===== config.mk =====
export PLATFORM = sky130hd
export DESIGN_NAME = serial_frame_rx
export DESIGN_NICKNAME = d
export VERILOG_FILES = /design/src/rtl/serial_frame_rx.sv
export SDC_FILE = /design/constraint.sdc
export NUM_CORES = 1
export LEC_CHECK = 0
export CAP_MARGIN = 20
export CORE_ASPECT_RATIO = 1.5
export CORE_MARGIN = 2
export CORE_UTILIZATION = 47
export DETAILED_ROUTE_END_ITERATION = 12
export PLACE_DENSITY = 0.74
export SYNTH_ARGS = -nofsm -noshare
export SYNTH_HDL_FRONTEND = slang
export SYNTH_SLANG_ARGS = --single-unit

===== constraint.sdc =====
create_clock -name clk -period 1.5 [get_ports clk]
set_input_delay 0.15 -clock clk [delete_from_list [all_inputs] [get_ports clk]]
set_output_delay 0.15 -clock clk [all_outputs]
set_load 0.01 [all_outputs]

===== src/rtl/serial_frame_rx.sv =====
// Serial frame receiver: start bit, WIDTH data bits LSB first, even parity, stop(0).
// Pulses data_valid per completed frame and counts error-free frames.
module serial_frame_rx #(
  parameter int WIDTH = 8,
  parameter int CNT_W = 8
) (
  input  logic             clk,
  input  logic             rst_n,
  input  logic             clear,
  input  logic             bit_valid,
  input  logic             bit_in,
  output logic [WIDTH-1:0] data_out,
  output logic             data_valid,
  output logic             parity_err,
  output logic             frame_err,
  output logic             busy,
  output logic [CNT_W-1:0] frame_count
);

  localparam int BCW = $clog2(WIDTH) + 1;

  typedef enum logic [1:0] {
    S_IDLE   = 2'd0,
    S_DATA   = 2'd1,
    S_PARITY = 2'd2,
    S_STOP   = 2'd3
  } state_t;

  state_t           r_state;
  state_t           w_next;
  logic [WIDTH-1:0] r_shift;
  logic [BCW-1:0]   r_bit_cnt;
  logic             r_parity_calc;
  logic [WIDTH-1:0] r_data_out;
  logic             r_data_valid;
  logic             r_parity_err;
  logic             r_frame_err;
  logic [CNT_W-1:0] r_frame_count;
  logic             w_last_data;

  assign w_last_data = (r_bit_cnt == BCW'(WIDTH - 1));

  always_ff @(posedge clk or negedge rst_n) begin
    if (!rst_n) begin
      r_state <= S_IDLE;
    end else if (clear) begin
      r_state <= S_IDLE;
    end else begin
      r_state <= w_next;
    end
  end

  always_comb begin
    w_next = r_state;
    if (bit_valid) begin
      case (r_state)
        S_IDLE:   if (bit_in) w_next = S_DATA;
        S_DATA:   if (w_last_data) w_next = S_PARITY;
        S_PARITY: w_next = S_STOP;
        S_STOP:   w_next = S_IDLE;
        default:  w_next = S_IDLE;
      endcase
    end
  end

  // Gated-off edges leave everything alone except the data_valid pulse, which drops.
  always_ff @(posedge clk or negedge rst_n) begin
    if (!rst_n) begin
      r_shift       <= '0;
      r_bit_cnt     <= '0;
      r_parity_calc <= 1'b0;
      r_data_out    <= '0;
      r_data_valid  <= 1'b0;
      r_parity_err  <= 1'b0;
      r_frame_err   <= 1'b0;
      r_frame_count <= '0;
    end else begin
      r_data_valid <= 1'b0;
      if (clear) begin
        r_bit_cnt     <= '0;
        r_frame_count <= '0;
      end else if (bit_valid) begin
        case (r_state)
          S_IDLE: begin
            if (bit_in) r_bit_cnt <= '0;
          end
          S_DATA: begin
            r_shift   <= {bit_in, r_shift[WIDTH-1:1]};
            r_bit_cnt <= r_bit_cnt + BCW'(1);
          end
          S_PARITY: begin
            r_parity_calc <= (^r_shift) ^ bit_in;
          end
          S_STOP: begin
            r_data_out   <= r_shift;
            r_parity_err <= r_parity_calc;
            r_frame_err  <= bit_in;
            r_data_valid <= 1'b1;
            if (!r_parity_calc && !bit_in) r_frame_count <= r_frame_count + CNT_W'(1);
          end
          default: ;
        endcase
      end
    end
  end

  assign data_out    = r_data_out;
  assign data_valid  = r_data_valid;
  assign parity_err  = r_parity_err;
  assign frame_err   = r_frame_err;
  assign busy        = (r_state != S_IDLE);
  assign frame_count = r_frame_count;

endmodule


* Word-level counts from Yosys, hierarchy flattened
Index checks and enable logic that the tools add are counted.
W data, S select, Z words.
** Cells by class
- Add/sub/neg operators :: 2
- Reductions and logical operators :: 16
- Bitwise operators :: 2
- Muxes and demuxes :: 16
- Equal/unequal tests :: 6
** Operator list (count)
- $mux W8 :: 4
- $reduce_and A3 Y1 :: 6
- $mux W4 :: 3
- $add A8 B1 Y8 const B :: 1
- $mux W2 :: 4
- $pmux W2 S4 :: 1
- $pmux W4 S2 :: 1
- $reduce_bool A2 Y1 :: 4
- $reduce_xor A8 Y1 :: 1
- $ne A3 B3 Y1 const B :: 2
- $add A4 B1 Y4 const B :: 1
- $eq A2 B2 Y1 const B :: 2
- $eq A4 B3 Y1 const B :: 1
- $mux W1 :: 3
- $reduce_bool A3 Y1 :: 1
- $eq A2 B1 Y1 const B :: 1
- $logic_not A1 Y1 :: 2
- $logic_not A2 Y1 :: 1
- $logic_and A1 B1 Y1 :: 1
- $not A1 Y1 :: 1
- $xor A1 B1 Y1 :: 1
** Word-level totals
- Output and inout bits :: 20
- Input bits :: 5
- Flip-flop bits (word level) :: 34
- Word-level logic and storage cells :: 51

* Logic depth before layout (Yosys ltp)
Gate-level depths: netlist of the first run.
- Word-level depth :: 6
- Gate-level depth with buffers :: 6
- Mapped depth without buffers :: 6

* Least setup slack after synthesis of the first run
Ideal clock, no wire load.
- Path type :: reg2reg
- Start :: register r_state[0]
- End :: register r_bit_cnt[3]
- Clock period less this slack :: 1.627 ns
- Cell stages (with the launch flop) :: 7
- Buffers on the path :: 0
- Data arrival time :: 1.503 ns
- Data required time :: 1.376 ns
- Setup time :: 0.124 ns
- Setup slack :: -0.127 ns
- Cell sequence :: dfrtp_1 > inv_1 > ha_1 > mux2_2 > a21oi_1 > or4_1 > nand3_1
** On the way
- Word-level cells in the longest chain between the ends :: 4
- Elaborated cells between the ends (all ways) :: 8
- Those cells by class :: 2 x eq/ne; 3 x mux; 3 x reduce/logical
** RTL lines
- start: declaration :: line 29 : state_t r_state;
- start signal: assignment :: line 49 : r_state <= w_next;
- $eq A2 B1 Y1 / $logic_not A2 Y1 (equally long branches) :: line 83 : case (r_state)
- $pmux W4 S2 :: line 83
- $mux W4 :: line 82 : end else if (bit_valid) begin
- $mux W4 :: line 79 : if (clear) begin
- end signal: assignment :: line 89 : r_bit_cnt <= r_bit_cnt + BCW'(1);
- end: declaration :: line 32 : logic [BCW-1:0] r_bit_cnt;
Several ways; a longest one is shown, not always the timed one. The select of a mux whose other input is x is not followed.
A chain may end at the register's enable or synchronous reset.

* Worst setup path in the final report of the first run
Same ends and word-level chain as after synthesis.

==> impl_metrics.ini, run 1 <==
[outcome]
status = complete, but fails checks
violations = setup timing

[sta]
setup_ws_ps = -39.3
finalHoldViolations = 0
period_share_pct = 103
tightestPinTransition_ps = 425
fmax_mhz = 650
skew_ps = 4.88
setup_viol = 6
rsz0062_at_grt = true
slew_viol_final = 0
layout_min_cycle_time_ps = 1540
slew_headroom_pct = 71.7
fin_setup_tns_ps = -119

[synth]
synth_edf_count = 0
yosys_most_used_dff = dfrtp_1
synth_area_sq_mm = 0.00161
syn_nets = 147
ys_async_sr_fraction_pct = 100
synthTopCellsByArea = dfrtp_1 53%, mux2_2 14%, ha_1 5.5%
yosysSeqAreaShare_pct = 53.0
yosys_warnings = 0
synth_cell_type_count = 25
synth_top_cell_by_area = dfrtp_1
ys_ff_latch = 34
synth.avg_cell_area_sq_um = 11.9
syn_inst = 135
synth_top_area_share_pct = 53.0

[setup_path]
critical_path_arrival_ps = 1710
r2r_end = r_bit_cnt[3]$_DFFE_PN0P_
r2r_start = r_state[0]$_DFFE_PN0P_
r2r_cells = 7
cp_max_fo = 5
crit_path_end_kind = flip-flop
slowest_delay_ps = 400
path_class = flip-flop to flip-flop
required_ps = 1670
crit_path_top_delay_cell = dfrtp_1
path_cells = buf_4 > inv_4 > ha_4 > mux2_4 > a21oi_4 > or4_1 > nand3_1
cp-startpoint = r_state[0]$_DFFE_PN0P_
r2r_slack_ps = -40
cp-start-kind = flip-flop

[die]
die_x_um = 51.7
die_y_um = 75.6
io_pins = 25
fp.dieArea_sq_mm = 0.00391
core_sq_mm = 0.00335
std_cell_rows = 26
initial_core_util_pct = 47.9

[power]
p_comb_share_pct = 27.6
switchingPower_mw = 0.659
p_total_mw = 2.43
seqPwrFrac_pct = 44.1
powerDensity_mw_per_mm2 = 1060
p_leak_nw = 1.10
p_int_mw = 1.77
clkPwrFrac_pct = 28.3
vdd_drop_max_uv = 944
switching_share_pct = 27.1

[global_route]
grt_max_degree = 35
antenna_found_initial = 0
grt_use_total_pct = 19.3
grt_pass1_vias = 1159
grt_overflow = 0
grt_pass1_wl_mm = 5.36

[finish]
fin_nets = 199
area_growth_syn_to_layout_pct = 43.4
num_antenna_cells = 0
fin_cells = 230
final_cell_area_sq_mm = 0.00230
final_cell_mix = 33 x dfrtp_1, 23 x clkdlybuf4s50_1, 22 x buf_4, 18 x mux2_2, 9 x nor2_1
drive_gt1_share_pct = 37.8
layout.cells.most_common = dfrtp_1

[clocking]
clock_path_buffers = 2
cts_htree_levels = 2
clockRootBuffer = clkbuf_8
hold_buffers = 0
clk_pin_slew_ps = 70
clkSinkCount = 34
numCtsBuffers = 5
cts_tree = yes
clock_latency_ps = 280

[drt]
routedWlPerCell_um = 14.6
route.vias.total = 1187
drt_iter0_markers = 15
drtPass1Iterations = 4
drc = 0
wl_mm = 3.37
avgViaCountPerCell = 5.16
drtAntennaViolNets = 0

[place]
dpl.hpwl_mm = 2.34
placed_cells = 218
routabilityCongestion = 0.720
placed_area_sq_mm = 0.00206
io_buffers = 24
dp_worst_setup_slack_ps = -99.3

[worst_hold_path]
hp-class = primary input to asynchronous set/reset pin

[run]
drv_cap = 0
cell usage after synthesis (2+ instances only):
| master | instances |
|---|---|
| dfrtp_1 | 34 |
| xor2_1 | 7 |
| nand3_1 | 5 |
| nor2b_1 | 2 |
| nand4_1 | 4 |
| mux2_2 | 20 |
| a2bb2oi_1 | 2 |
| and3_1 | 2 |
| nand2b_1 | 2 |
| inv_1 | 6 |
| ha_1 | 7 |
| o21ai_0 | 6 |
| nand2_1 | 11 |
| xnor2_1 | 6 |
| buf_2 | 3 |
| nor2_1 | 9 |
final cells by class:
type                       count  area, sq um
inverter                       6         25.0
sequential                    34          852
timing repair buffer          49          434
multi-input combinational     91          847
tap                           42         52.6
fill                         236         1050
clock buffer                   7         86.3
clock inverter                 1         5.00
worst max-delay path by stage:
| stage | endpoint | slack [ps] | cells past startpoint |
|---|---|---|---|
| 6_report | r_bit_cnt[3]$_DFFE_PN0P_ | -40 | 7 |
| 5_1_grt | r_bit_cnt[1]$_DFFE_PN0P_ | -110 | 8 |
| 4_1_cts | r_bit_cnt[3]$_DFFE_PN0P_ | -2 | 7 |
| 3_5_place_dp | r_bit_cnt[3]$_DFFE_PN0P_ | -100 | 5 |
| 3_3_place_gp | frame_count[7]$_DFFE_PN0P_ | -70 | 6 |
| 2_1_floorplan | r_bit_cnt[3]$_DFFE_PN0P_ | -10 | 6 |
cell families after synthesis:
family,share of synthesized area (%)
simple gates,11.7
flops,53.0
mux,14.7
xor+xnor,8.50
compound gates,4.13
buf+inv,2.57
fa+ha+maj,5.46
stage by stage:
step,hold slack [ps],util [%]
CTS,278,66.6
floorplan,-146,-
detailed placement,496,61.4
global route,297,68.7
finish,272,68.7
global placement,487,61.4
registers in the layout, indices dropped and copies added (netlist names):
| signal | count |
|---|---|
| data_out | 8 |
| data_valid | 1 |
| frame_count | 8 |
| frame_err | 1 |
| parity_err | 1 |
| r_bit_cnt | 4 |
| r_parity_calc | 1 |
| r_shift | 8 |
| r_state | 2 |
worst max-delay path, delay by kind of cell, from the launching register on:
family	cells	cell delay (ps)
DFF	1	400
AOI/OAI and AO/OA	1	190
and+or+nand+nor	2	210
buffers and inverters	2	200
adders and majority gates	1	120
muxes	1	300
power groups by stage:
| stage | Clock, mW | Sequential (mW) | Combinational (mW) |
|---|---|---|---|
| 3_3_place_gp | 0 | 1.07 | 0.554 |
| 4_1_cts | 0.717 | 1.07 | 0.632 |
| 6_report | 0.688 | 1.07 | 0.671 |
| 3_5_place_dp | 0 | 1.08 | 0.567 |
| 5_1_grt | 0.770 | 1.08 | 0.717 |
| 2_1_floorplan | 0 | 1.08 | 0.337 |
routing by layer:
metal | routed length [um] | part of all wire, % | up-vias | GRT usage [%]
met2 | 1860 | 55 | 27 | 33.9
li1 | - | - | 568 | -
met4 | 48 | 1.4 | 0 | 10.5
met1 | 1340 | 40 | 587 | 20.8
met5 | 0 | 0 | - | 0
met3 | 121 | 3.6 | 5 | 5.49
timing repair:
item                                    4_1_cts  5_1_grt
pin swaps                                     6        4
endpoints found under the setup margin       20       23
setup buffers                                 3        1
gates resized for setup                      16       15
Power figures use the tool's default switching activity.
==> run 2: changes to the inputs <==
--- a/config.mk
+++ b/config.mk
@@ -5,12 +5,14 @@
 export SDC_FILE = /design/constraint.sdc
 export NUM_CORES = 1
 export LEC_CHECK = 0
+export ABC_AREA = 1
 export CAP_MARGIN = 20
 export CORE_ASPECT_RATIO = 1.5
 export CORE_MARGIN = 2
-export CORE_UTILIZATION = 47
+export CORE_UTILIZATION = 48
 export DETAILED_ROUTE_END_ITERATION = 12
-export PLACE_DENSITY = 0.74
+export PLACE_DENSITY = 0.75
+export SKIP_CTS_REPAIR_TIMING = 1
 export SYNTH_ARGS = -nofsm -noshare
 export SYNTH_HDL_FRONTEND = slang
 export SYNTH_SLANG_ARGS = --single-unit
==> impl_metrics.ini, run 2 <==
[outcome]
status = complete, no violations

[clocking]
cts_tree = yes
clk_pin_slew_ps = 70
clkSinkCount = 34
clockRootBuffer = clkbuf_8
clock_path_buffers = 2
clock_latency_ps = 280
cts_htree_levels = 2
numCtsBuffers = 5

[synth]
yosys_most_used_dff = dfrtp_1
synth_top_cell_by_area = dfrtp_1
yosys_warnings = 0
synth_cell_type_count = 24
synth.avg_cell_area_sq_um = 8.20
synth_edf_count = 0
syn_inst = 209
ys_ff_latch = 34
ys_top_cells_by_count = 57 x nand2_1, 34 x dfrtp_1, 29 x inv_1
ys_async_sr_fraction_pct = 100
synth_compound_area_share_pct = 11.6
synth-simple-area-share_pct = 24.0
synth_top_area_share_pct = 49.7
synthAdderAreaFrac_pct = 5.11
muxShareOfSynthArea_pct = 0
synthXorXnorAreaFrac_pct = 1.02
synth_top_family_by_area = simple AND/OR/NAND/NOR gates
synth_area_sq_mm = 0.00171
yosysSeqAreaShare_pct = 49.7
syn_nets = 221
synthTopCellsByArea = dfrtp_1 50%, nand2_1 12%, inv_1 6.4%
synth_most_common_cell = nand2_1

[finish]
fin_cells = 286
num_antenna_cells = 0
drive_gt1_share_pct = 12.3
finish.utilization_pct = 63.1
fin_nets = 255
layout.cells.most_common = nand2_1
final_cell_mix = 57 x nand2_1, 32 x dfrtp_1, 27 x inv_1, 23 x clkdlybuf4s50_1, 17 x nand3_1
area_growth_syn_to_layout_pct = 25.9

[drt]
routedWlPerCell_um = 10.9
avgViaCountPerCell = 5.02
drc = 0
route.vias.total = 1435
wl_mm = 3.13
drtAntennaViolNets = 0
drt_iter0_markers = 40
drtPass1Iterations = 4

[place]
io_buffers = 24
routabilityCongestion = 0.737
dpl.hpwl_mm = 2.28
placed_cells = 277
dp_worst_setup_slack_ps = -50.4

[setup_path]
crit_family = buffers and inverters
r2r_slack_ps = 120
cp.buffers_inverters = 1
r2r_start = r_state[1]$_DFFE_PN0P_
cp-start-kind = flip-flop
cp_max_fo = 7
critical_path_arrival_ps = 1250
r2r_cells = 9
slowest_delay_ps = 550
crit_path_top_delay_cell = clkdlybuf4s50_1
path_class = flip-flop to output port
r2r_end = r_state[0]$_DFFE_PN0P_
path_cells = clkdlybuf4s50_1
crit_path_end_kind = output port
required_ps = 1350

[sta]
rsz0062_at_grt = true
setup_ws_ps = 97.6
fmax_mhz = 713
layout_min_cycle_time_ps = 1400
tightestPinTransition_ps = 431
slew_headroom_pct = 71.3
slew_viol_final = 0
fin_setup_tns_ps = 0
skew_ps = 4.63
holdWs_ps = 272
setup_viol = 0
finalHoldViolations = 0
period_share_pct = 93.5

[die]
die_x_um = 52.8
core_sq_mm = 0.00342
io_pins = 25
fp.dieArea_sq_mm = 0.00407
std_cell_rows = 26
initial_core_util_pct = 50.1
die_y_um = 77.2

[worst_hold_path]
hp-class = primary input to asynchronous set/reset pin

[run]
drv_cap = 0

[power]
p_leak_nw = 1.05
vdd_drop_max_uv = 985
powerDensity_mw_per_mm2 = 1490

[global_route]
grt_pass1_wl_mm = 5.70
grt_max_degree = 35
grt_overflow = 0
antenna_found_initial = 0
grt_use_total_pct = 18.4
grt_pass1_vias = 1318
run 2: cell count changes after synthesis, sizes merged, moves of 2 or more:
cell | previous run | this run
a21oi | 1 | 3
a2bb2oi | 2 | 0
and3 | 2 | 0
inv | 6 | 30
mux2 | 20 | 0
nand2 | 11 | 60
nand2b | 2 | 0
nand3 | 5 | 17
nor2b | 2 | 0
nor3 | 0 | 4
o21ai | 6 | 30
xnor2 | 6 | 0
xor2 | 7 | 2
run 2: how the worst max path moves through the flow:
stage | start | endpoint | slack (ps) | cells after the start
6_report | frame_count[2]$_DFFE_PN0P_ | frame_count[2] | 100 | 1
5_1_grt | r_state[0]$_DFFE_PN0P_ | r_bit_cnt[2]$_DFFE_PN0P_ | -50 | 7
4_1_cts | r_state[1]$_DFFE_PN0P_ | busy | -220 | 4
3_5_place_dp | r_state[1]$_DFFE_PN0P_ | r_state[0]$_DFFE_PN0P_ | -50 | 9
3_3_place_gp | r_state[1]$_DFFE_PN0P_ | r_state[0]$_DFFE_PN0P_ | -30 | 9
2_1_floorplan | r_state[1]$_DFFE_PN0P_ | r_state[0]$_DFFE_PN0P_ | 150 | 9
run 2: per-layer routing:
metal | vias up | wire, um | global-route usage [%] | part of all wire [%]
li1 | 740 | - | - | -
met1 | 666 | 1400 | 24.4 | 45
met2 | 25 | 1590 | 28.6 | 51
met3 | 4 | 84 | 4.09 | 2.7
met4 | 0 | 54 | 7.69 | 1.7
met5 | - | 0 | 0 | 0
run 2: through the flow:
stage | total power, mW | instance area (sq um)
final | 3.21 | 2160
after global routing | 3.51 | 2160
after CTS | 3.22 | 2130
after detailed placement | 2.52 | 2040
after global placement | 2.48 | 2040
after floorplan | 2.07 | 1710
run 2: layout make-up:
| cell class | count | area [sq um] |
|---|---|---|
| clock buffer | 7 | 86.3 |
| clock inverter | 1 | 5.00 |
| fill | 299 | 1260 |
| inverter | 30 | 113 |
| multi-input combinational | 140 | 731 |
| sequential | 34 | 853 |
| tap | 42 | 52.6 |
| timing repair buffer | 32 | 315 |
run 2: cells by family after synthesis:
group                    after synthesis
XOR/XNOR                               2
buffers and inverters                 35
AND/OR/NAND/NOR                       95
flip-flops                            34
AO/OA/AOI/OAI                         36
adder cells (fa/ha/maj)                7
run 2: power breakdown:
part           switching (mW)  leakage, nW  internal [mW]
Sequential              0.184        0.454           1.14
Clock                   0.304       0.0482          0.370
Combinational           0.675        0.545          0.534
Total                    1.16         1.05           2.05
==> run 3: changes to the inputs <==
--- a/config.mk
+++ b/config.mk
@@ -9,9 +9,8 @@
 export CAP_MARGIN = 20
 export CORE_ASPECT_RATIO = 1.5
 export CORE_MARGIN = 2
-export CORE_UTILIZATION = 48
+export CORE_UTILIZATION = 33
 export DETAILED_ROUTE_END_ITERATION = 12
-export PLACE_DENSITY = 0.75
 export SKIP_CTS_REPAIR_TIMING = 1
 export SYNTH_ARGS = -nofsm -noshare
 export SYNTH_HDL_FRONTEND = slang
==> constraint.sdc (replaced) <==
create_clock -name clk -period 1.77 [get_ports clk]
set_input_delay 0.177 -clock clk [delete_from_list [all_inputs] [get_ports clk]]
set_output_delay 0.177 -clock clk [all_outputs]
set_load 0.01 [all_outputs]
==> impl_metrics.ini, run 3 (synthesis results as in run 2) <==
[global_route]
grt_max_degree = 35
grt_pass1_vias = 1298
grt_overflow = 0
grt_pass1_wl_mm = 5.78
antenna_found_initial = 0
grt_use_total_pct = 12.6

[finish]
area_growth_syn_to_layout_pct = 23.8
finish.utilization_pct = 41.7
fin_nets = 250
final_cell_area_sq_mm = 0.00212
layout.cells.most_common = nand2_1
fin_cells = 307
final_cell_mix = 57 x nand2_1, 34 x dfrtp_1, 29 x inv_1, 23 x clkdlybuf4s50_1, 19 x o21ai_0
drive_gt1_share_pct = 7.95
num_antenna_cells = 0

[sta]
rsz0062_at_grt = false
slew_viol_final = 0
setup_ws_ps = 263
tightestPinTransition_ps = 447
skew_ps = 8.79
period_share_pct = 85.2
finalHoldViolations = 0
layout_min_cycle_time_ps = 1510
holdWs_ps = 301
fmax_mhz = 663
slew_headroom_pct = 70.2
fin_setup_tns_ps = 0
setup_viol = 0

[setup_path]
crit_path_top_delay_cell = clkdlybuf4s50_1
critical_path_arrival_ps = 1330
crit_family = buffers and inverters
path_cells = clkdlybuf4s50_1
crit_path_end_kind = output port
cp_max_fo = 7
cp-start-kind = flip-flop
path_class = flip-flop to output port
required_ps = 1590
cp.buffers_inverters = 1
slowest_delay_ps = 580

[run]
drv_cap = 0

[power]
p_total_mw = 2.66
p_leak_nw = 1.01
vdd_drop_max_uv = 355
powerDensity_mw_per_mm2 = 1260

[place]
dpl.hpwl_mm = 2.37
placed_area_sq_mm = 0.00203
dp_worst_setup_slack_ps = 169
routabilityCongestion = 0.769
placed_cells = 299
io_buffers = 24

[drt]
drtAntennaViolNets = 0
drtPass1Iterations = 4
routedWlPerCell_um = 10.5
route.vias.total = 1399
avgViaCountPerCell = 4.56
drt_iter0_markers = 55
drc = 0
wl_mm = 3.21

[outcome]
status = complete, no violations

[clocking]
cts_htree_levels = 2
clock_path_buffers = 2
cts_tree = yes
clock_latency_ps = 290
numCtsBuffers = 5
clkSinkCount = 34
clk_pin_slew_ps = 70
clockRootBuffer = clkbuf_8

[die]
core_sq_mm = 0.00508
die_y_um = 92.2
initial_core_util_pct = 33.7
die_x_um = 62.8
io_pins = 25
fp.dieArea_sq_mm = 0.00579
std_cell_rows = 32

[worst_hold_path]
hp-class = primary input to asynchronous set/reset pin
==> run 3: cell type report <==
type	instances	area, sq um
repair buffers	27	265
fillers	539	2960
well taps	68	85.1
flip-flops and latches	34	851
inverters	30	113
multi-input cells	140	716
clock buffers	7	86.3
clock inverters	1	5.00
==> run 3: worst paths after layout <==
kind	start	endpoint	slack, ps	cells past startpoint
worst max-delay path	frame_count[2]$_DFFE_PN0P_	frame_count[2]	260	1
worst min-delay path	rst_n	parity_err$_DFFE_PN0P_	300	2
worst max register to register	r_state[1]$_DFFE_PN0P_	r_state[0]$_DFFE_PN0P_	270	9
worst min register to register	r_parity_calc$_DFFE_PN0P_	r_parity_calc$_DFFE_PN0P_	480	2
max in group asynchronous	rst_n	r_parity_calc$_DFFE_PN0P_	1150	2
min in group clk	r_parity_calc$_DFFE_PN0P_	r_parity_calc$_DFFE_PN0P_	480	2
==> run 3: power breakdown <==
group | switching [mW] | total (mW) | internal (mW)
combinational | 0.542 | 0.952 | 0.410
clock | 0.278 | 0.592 | 0.314
sequential | 0.150 | 1.12 | 0.969
total | 0.970 | 2.66 | 1.69
==> run 3: routing by layer <==
metal	track usage [%]	share of wire [%]	up-vias
li1	-	-	730
met1	14.7	44	645
met2	21.5	51	19
met4	6.67	2.6	0
met5	0	0	-
met3	2.58	2.4	5
